$ cat src/rtl/pipe_adder_pkg.sv
// Shared helpers for the pipelined adder: chunk sizing and parameter legality.
// Latency: n/a (elaboration-time functions only).
// Backpressure: n/a.
package pipe_adder_pkg;

    // Width of the carry-rippled chunk that each pipeline stage adds.
    function automatic int chunk_w(input int width, input int stages);
        return (stages > 0) ? (width / stages) : width;
    endfunction

    // A legal configuration splits WIDTH into STAGES equal, non-empty chunks.
    function automatic bit params_ok(input int width, input int stages);
        if (stages < 1 || width < stages) begin
            return 1'b0;
        end
        return (width % stages) == 0;
    endfunction

endpackage

$ cat src/rtl/pipe_adder_slice.sv
// C-bit ripple adder chunk: {cout, sum} = a + b + cin.
// Latency: purely combinational.
// Backpressure: none, the enclosing stage register handles stalls.
module pipe_adder_slice
    import pipe_adder_pkg::*;
#(
    parameter int C = 4
) (
    input  logic [C-1:0] a,
    input  logic [C-1:0] b,
    input  logic         cin,
    output logic [C-1:0] sum,
    output logic         cout
);

    // One extra bit on every operand catches the carry out of the chunk.
    assign {cout, sum} = {1'b0, a} + {1'b0, b} + {{C{1'b0}}, cin};

endmodule

$ cat src/rtl/pipe_adder_n.sv
// Handshaked WIDTH-bit add/subtract split into STAGES carry-rippled chunks.
// Latency: beat accepted at edge t is on the outputs after edge t+STAGES-1.
// Backpressure: a stage loads when empty or when its downstream slot frees; in_ready chains combinationally from out_ready.
module pipe_adder_n
    import pipe_adder_pkg::*;
#(
    parameter int WIDTH  = 16,
    parameter int STAGES = 4
) (
    input  logic             clk,
    input  logic             rst,
    input  logic             in_valid,
    output logic             in_ready,
    input  logic [WIDTH-1:0] a,
    input  logic [WIDTH-1:0] b,
    input  logic             cin,
    input  logic             sub,
    output logic             out_valid,
    input  logic             out_ready,
    output logic [WIDTH-1:0] sum,
    output logic             cout,
    output logic             ovf
);

    localparam int C = chunk_w(WIDTH, STAGES);

    if (!params_ok(WIDTH, STAGES)) begin : g_bad_params
        $error("pipe_adder_n: WIDTH must be a non-zero multiple of STAGES and STAGES >= 1");
    end

    // Per-stage pipeline contents: low sum bits become final as the beat
    // travels; the operands are carried along so later chunks can be added.
    typedef struct packed {
        logic             vld;
        logic [WIDTH-1:0] sum;
        logic             carry;
        logic [WIDTH-1:0] a;
        logic [WIDTH-1:0] b;
        logic             a_msb;
        logic             b_msb;
    } stage_t;

    stage_t             st  [STAGES];
    stage_t             nxt [STAGES];
    stage_t             in_beat;
    logic [WIDTH-1:0]   b_eff;
    logic [STAGES-1:0]  space;

    assign b_eff = sub ? ~b : b;

    // Operand prep: subtraction is a + ~b + 1, so cin is ignored when sub=1.
    always_comb begin
        in_beat       = '0;
        in_beat.vld   = in_valid;
        in_beat.carry = sub ? 1'b1 : cin;
        in_beat.a     = a;
        in_beat.b     = b_eff;
        in_beat.a_msb = a[WIDTH-1];
        in_beat.b_msb = b_eff[WIDTH-1];
    end

    // Ready chain from the sink back to the source: an empty stage always
    // has room, a full one only if everything downstream moves too.
    always_comb begin
        logic [STAGES-1:0] sp;
        sp = '0;
        sp[STAGES-1] = !st[STAGES-1].vld || out_ready;
        for (int i = STAGES - 2; i >= 0; i--) begin
            sp[i] = !st[i].vld || sp[i+1];
        end
        space = sp;
    end

    assign in_ready = space[0];

    for (genvar i = 0; i < STAGES; i++) begin : g_stage
        stage_t         src;
        stage_t         upd;
        logic [C-1:0]   s_sum;
        logic           s_cout;

        if (i == 0) begin : g_head
            assign src = in_beat;
        end else begin : g_body
            assign src = st[i-1];
        end

        pipe_adder_slice #(.C(C)) u_slice (
            .a    (src.a[i*C +: C]),
            .b    (src.b[i*C +: C]),
            .cin  (src.carry),
            .sum  (s_sum),
            .cout (s_cout)
        );

        // Splice this chunk's result in; bubbles load as all-zero.
        always_comb begin
            upd = '0;
            if (src.vld) begin
                upd                 = src;
                upd.sum[i*C +: C]   = s_sum;
                upd.carry           = s_cout;
            end
        end

        assign nxt[i] = upd;
    end

    // Stage registers: load when there is room, otherwise hold unchanged.
    always_ff @(posedge clk) begin
        if (!rst) begin
            for (int i = 0; i < STAGES; i++) begin
                st[i] <= '0;
            end
        end else begin
            for (int i = 0; i < STAGES; i++) begin
                if (space[i]) begin
                    st[i] <= nxt[i];
                end
            end
        end
    end

    assign out_valid = st[STAGES-1].vld;
    assign sum       = st[STAGES-1].sum;
    assign cout      = st[STAGES-1].carry;
    assign ovf       = (st[STAGES-1].a_msb == st[STAGES-1].b_msb) &&
                       (st[STAGES-1].sum[WIDTH-1] != st[STAGES-1].a_msb);

endmodule

$ cat config.mk
export PLATFORM = sky130hd
export DESIGN_NAME = pipe_adder_n
export DESIGN_NICKNAME = d
export VERILOG_FILES = /design/src/rtl/pipe_adder_pkg.sv /design/src/rtl/pipe_adder_slice.sv /design/src/rtl/pipe_adder_n.sv
export SDC_FILE = /design/constraint.sdc
export NUM_CORES = 1
export LEC_CHECK = 0
export CAP_MARGIN = 10
export CORE_ASPECT_RATIO = 0.5
export CORE_MARGIN = 8
export CORE_UTILIZATION = 30
export DETAILED_ROUTE_END_ITERATION = 7
export HOLD_SLACK_MARGIN = 0.1
export PLACE_DENSITY = 0.55
export SETUP_SLACK_MARGIN = 0.5
export SYNTH_ARGS = -nofsm -noshare
export SYNTH_HDL_FRONTEND = slang
export SYNTH_SLANG_ARGS = --single-unit
$ cat constraint.sdc
create_clock -name clk -period 2.85 [get_ports clk]
set_clock_uncertainty 0.15 [all_clocks]
set_input_delay 0.285 -clock clk [delete_from_list [all_inputs] [get_ports clk]]
set_output_delay 0.285 -clock clk [all_outputs]
set_load 0.03 [all_outputs]
Word-level counts from Yosys, hierarchy flattened --
Memory sizes are Yosys's and may differ from the RTL's. Index checks and enable logic that the tools add are counted.
Operators by class: add/subtract/negate cells 8, eq/ne operators 2, mux-type cells 23, bitwise operators 5, reductions and logical operators 9
Operators by type and width (count):
- $mux W52 | 8
- $add A4 B4 Y5 | 4
- $add A5 B1 Y5 | 4
- $mux W16 | 1
- $not A16 Y16 | 1
- $mux W1 | 14
- $logic_not A1 Y1 | 4
- $logic_or A1 B1 Y1 | 4
- $or A1 B1 Y1 | 4
- $eq A1 B1 Y1 | 1
- $logic_and A1 B1 Y1 | 1
- $ne A1 B1 Y1 | 1
Word-level totals: register bits after elaboration 0, bits in writable memories 208, input port bits 38, output and inout bits 20, word-level logic and storage cells 48, memories kept 1
Memories:
- st | words 4, bits a word 52, rd ports 4, clocked after Yosys merged registers in 0, write ports 4, RTL line pipe_adder_n.sv:43 | stage_t st [STAGES];

Longest topological paths before layout --
An unclocked memory read counts as a cell.
depth in word-level cells 10, depth in mapped cells 8, gate-level depth less buffers 6

By module --
From an unflattened synthesis, not the netlist that was laid out.
Second synthesis, totals: cell total of the unflattened synthesis 355, area total of the unflattened synthesis 5092.4 µm²
By module, submodules not included:
- pipe_adder_n | times used 1, cells each 291, area each 4516.8 µm²
- pipe_adder_slice | times used 4, cells each 16, area each 143.9 µm²

Worst setup path after synthesis --
No wires, ideal clock.
kind in2reg, start in sub, end mem st[0][34] in the netlist's numbering, data pin, library setup time 257 ps, arrival time 2114 ps, data required time 2443 ps, setup slack 329 ps, stages 8, buffers on the path 2, cells stage by stage buf_2 buf_2 or2_2 fa_1 fa_1 a21o_1 a21oi_1 nor2_1
RTL lines:
- start: declaration | RTL line pipe_adder_n.sv:17 | input logic sub,
- end: declaration | RTL line pipe_adder_n.sv:43

==> run metrics <==
number of setup buffers added after CTS=0; NumNets Final=about 430; clock tree from TritonCTS=yes; async set or reset register ratio after synthesis=0%; Hold WC Path Type=reg2reg; status=complete, no violations; Post-CTS Hold Buffers=0; Hold Crit Start=st[2][45]$_SDFFCE_PN0P_; PortBufs=57; power per cell area=between 500 and 600 nW/um^2; Core Box Area=approximately 15000 sq um; Placed Instances=between 500 and 600; DR iter-0 viols=93; Combinational Power Share=6.2%; count of final max-slew check failures=0; Die W=about 190 um; Ports=just under 60; DRT Pass-1 Iters=4; Routed WL=around 7500 um; Layout Area Growth over Synthesis=22.02%; fin crit share=78.80%; most common cell in the netlist=edfxtp_1; Top reg by flops=st; vias in the first global route=2344; final setup violation count=0; final hold violation count=0; Synth area leaders=edfxtp_1 65%, and3_1 5.3%, fa_1 3.5%; CP startpoint=sub; Final Util=37.79%; Placement Rows=31; Yosys cell types=32; largest net degree at the start of global routing=31; fmax=between 400 and 500 MHz; worst slew pin tran=between 0.6 and 0.7 ns; ANT cells=0; Rel. slew slack=between 50% and 60%; DR DRC count=0; r2r setup slk=0.75 ns; Post-Syn Instances=between 300 and 400; H-tree depth=3; Die Height=102.8 um; Antenna Nets Post-Route=0; Clock Latency Late Sink=approximately 0.33 ns; Worst Path Arrival=2.18 ns; initial antenna violation count=0; fraction of layout cells with a size suffix above 1=between 10% and 20%; GRT Util Overall=7.991%; syn_area_per_cell=between 10 and 15 sq um; Tmin final=around 2.2 ns; total net switching power=0.5623 mW; post_cts resized=0; worst setup path endpoint=st[0][34]$_SDFFCE_PN0P_; Critical Path RT=about 2.8 ns; die area=~19000 sq um; main flop type after synthesis=edfxtp_1; first-pass GRT wire length=~12000 um; number of enable flip-flop cells after synthesis=a little under 100; DP HPWL=about 5700 um; Worst-path clk slew=around 0.06 ns; Sw Ratio=around a fifth; GPL Wtd Cong=about 0.73; CP max FO=3; Regs by FF count=st (98); Pleak=between 2 and 2.5 nW; cell chosen for the clock root=clkbuf_16; WS Path Type=in2reg; vias per cell=4.004; area leader, netlist=edfxtp_1; worst-case clock buffer depth=2; synthesized flop and latch total=98; Clk pwr share=about two fifths; post-synth top area share=65.15%; via count=2282; Starting Density=between 30% and 40%; CP Launch Type=input port; Mapped Nets=377; Int Pwr=2.382 mW; CTS Sinks=98; number of buffers created by CTS=9; Synth top cells by count=98 x edfxtp_1, 38 x and3_1, 23 x and2_1, 19 x nor2_1, 17 x buf_4; unrepaired setup endpoints after global routing=no; non-filler cells, final=between 500 and 600; R2R depth=5; total of warnings raised by yosys=0; max FFs per register=98; Avg WL per Cell=13.09 um; maxcap violations=0; reg-to-reg startpoint=st[2][14]$_SDFFCE_PN0P_; CP endpoint kind=register; peak supply drop=0.3123 mV; sequential cell area fraction in the yosys report=between 60% and 70%; Congestion Overflow GR=0; Cell Area, Synth=about 4500 sq um; setup TNS=0 ns; share of power burned in registers=54.9%; Reg2Reg Capture Point=st[3][34]$_SDFFCE_PN0P_
## cell type report
type | instances | area, sq um
fillers | 1428 | 9072
flip-flops and latches | 98 | 2943
multi-input cells | 178 | 1340
repair buffers | 67 | 645.6
well taps | 198 | 247.7
clock buffers | 10 | 229.0
clock inverters | 6 | 57.56
inverters | 13 | 48.80
## worst max-delay path, cell delays in order
cell and delay [ns]:
clkdlybuf4s50_1 0.46, or2_2 0.32, fa_2 0.37, fa_2 0.36, a21o_1 0.18, a21oi_1 0.15, nor2_1 0.05
## power groups by stage
| stage | combinational, mW | clock, mW | sequential (mW) |
|---|---|---|---|
| 3_3_place_gp | 0.184 | 0 | 1.65 |
| 4_1_cts | 0.188 | 1.17 | 1.62 |
| 5_1_grt | 0.205 | 1.23 | 1.62 |
| 6_report | 0.184 | 1.14 | 1.62 |
| 2_1_floorplan | 0.106 | 0 | 1.64 |
| 3_5_place_dp | 0.187 | 0 | 1.65 |
## layout by cell type (no fill, tap or decap), drive strengths merged, types with 7 or more instances in the layout
cell type	instances
and2	32
clkdlybuf4s50	57
xnor2	14
and3	38
nor2	19
ha	12
edfxtp	98
clkbuf	10
fa	8
inv	13
buf	10
nand2	7
a21oi	8
## cell families after synthesis
kind of cell,count (synthesis),synth area share (%)
AND/OR/NAND/NOR,119,15.82
XOR/XNOR,18,3.490
flip-flops,98,65.15
AO/OA/AOI/OAI,18,2.687
buffers and inverters,43,5.291
multiplexers,3,0.6925
adder cells (fa/ha/maj),20,6.870
## through the flow
step / hold WS, ns / instance area [sq um] / total power, mW / setup WS, ns
after floorplan: 0.3332 / 4528 / 1.748 / 0.4749
after global placement: 0.3593 / 5225 / 1.831 / 0.2715
after detailed placement: 0.3616 / 5225 / 1.833 / 0.2357
after CTS: 0.3766 / 5512 / 2.974 / 0.5988
after global routing: 0.3996 / 5512 / 3.052 / 0.5296
final: 0.3745 / 5512 / 2.944 / 0.6041
## worst min path at each step
| stage | to | slack (ns) | cells past startpoint |
|---|---|---|---|
| final | st[3][45]$_SDFFCE_PN0P_ | 0.37 | 1 |
| after global routing | st[1][11]$_SDFFCE_PN0P_ | 0.40 | 1 |
| after CTS | st[3][44]$_SDFFCE_PN0P_ | 0.38 | 1 |
| after detailed placement | st[3][41]$_SDFFCE_PN0P_ | 0.36 | 1 |
| after global placement | st[3][42]$_SDFFCE_PN0P_ | 0.36 | 1 |
| after floorplan | st[0][22]$_SDFFCE_PN0P_ | 0.33 | 1 |
## metal layers
metal  track usage [%]  part of all wire (%)
met3             3.106                   4.4
met1             10.61                    54
met5                 0                     0
met4             3.045                   1.2
met2             11.63                    41
Power figures use the tool's default switching activity.
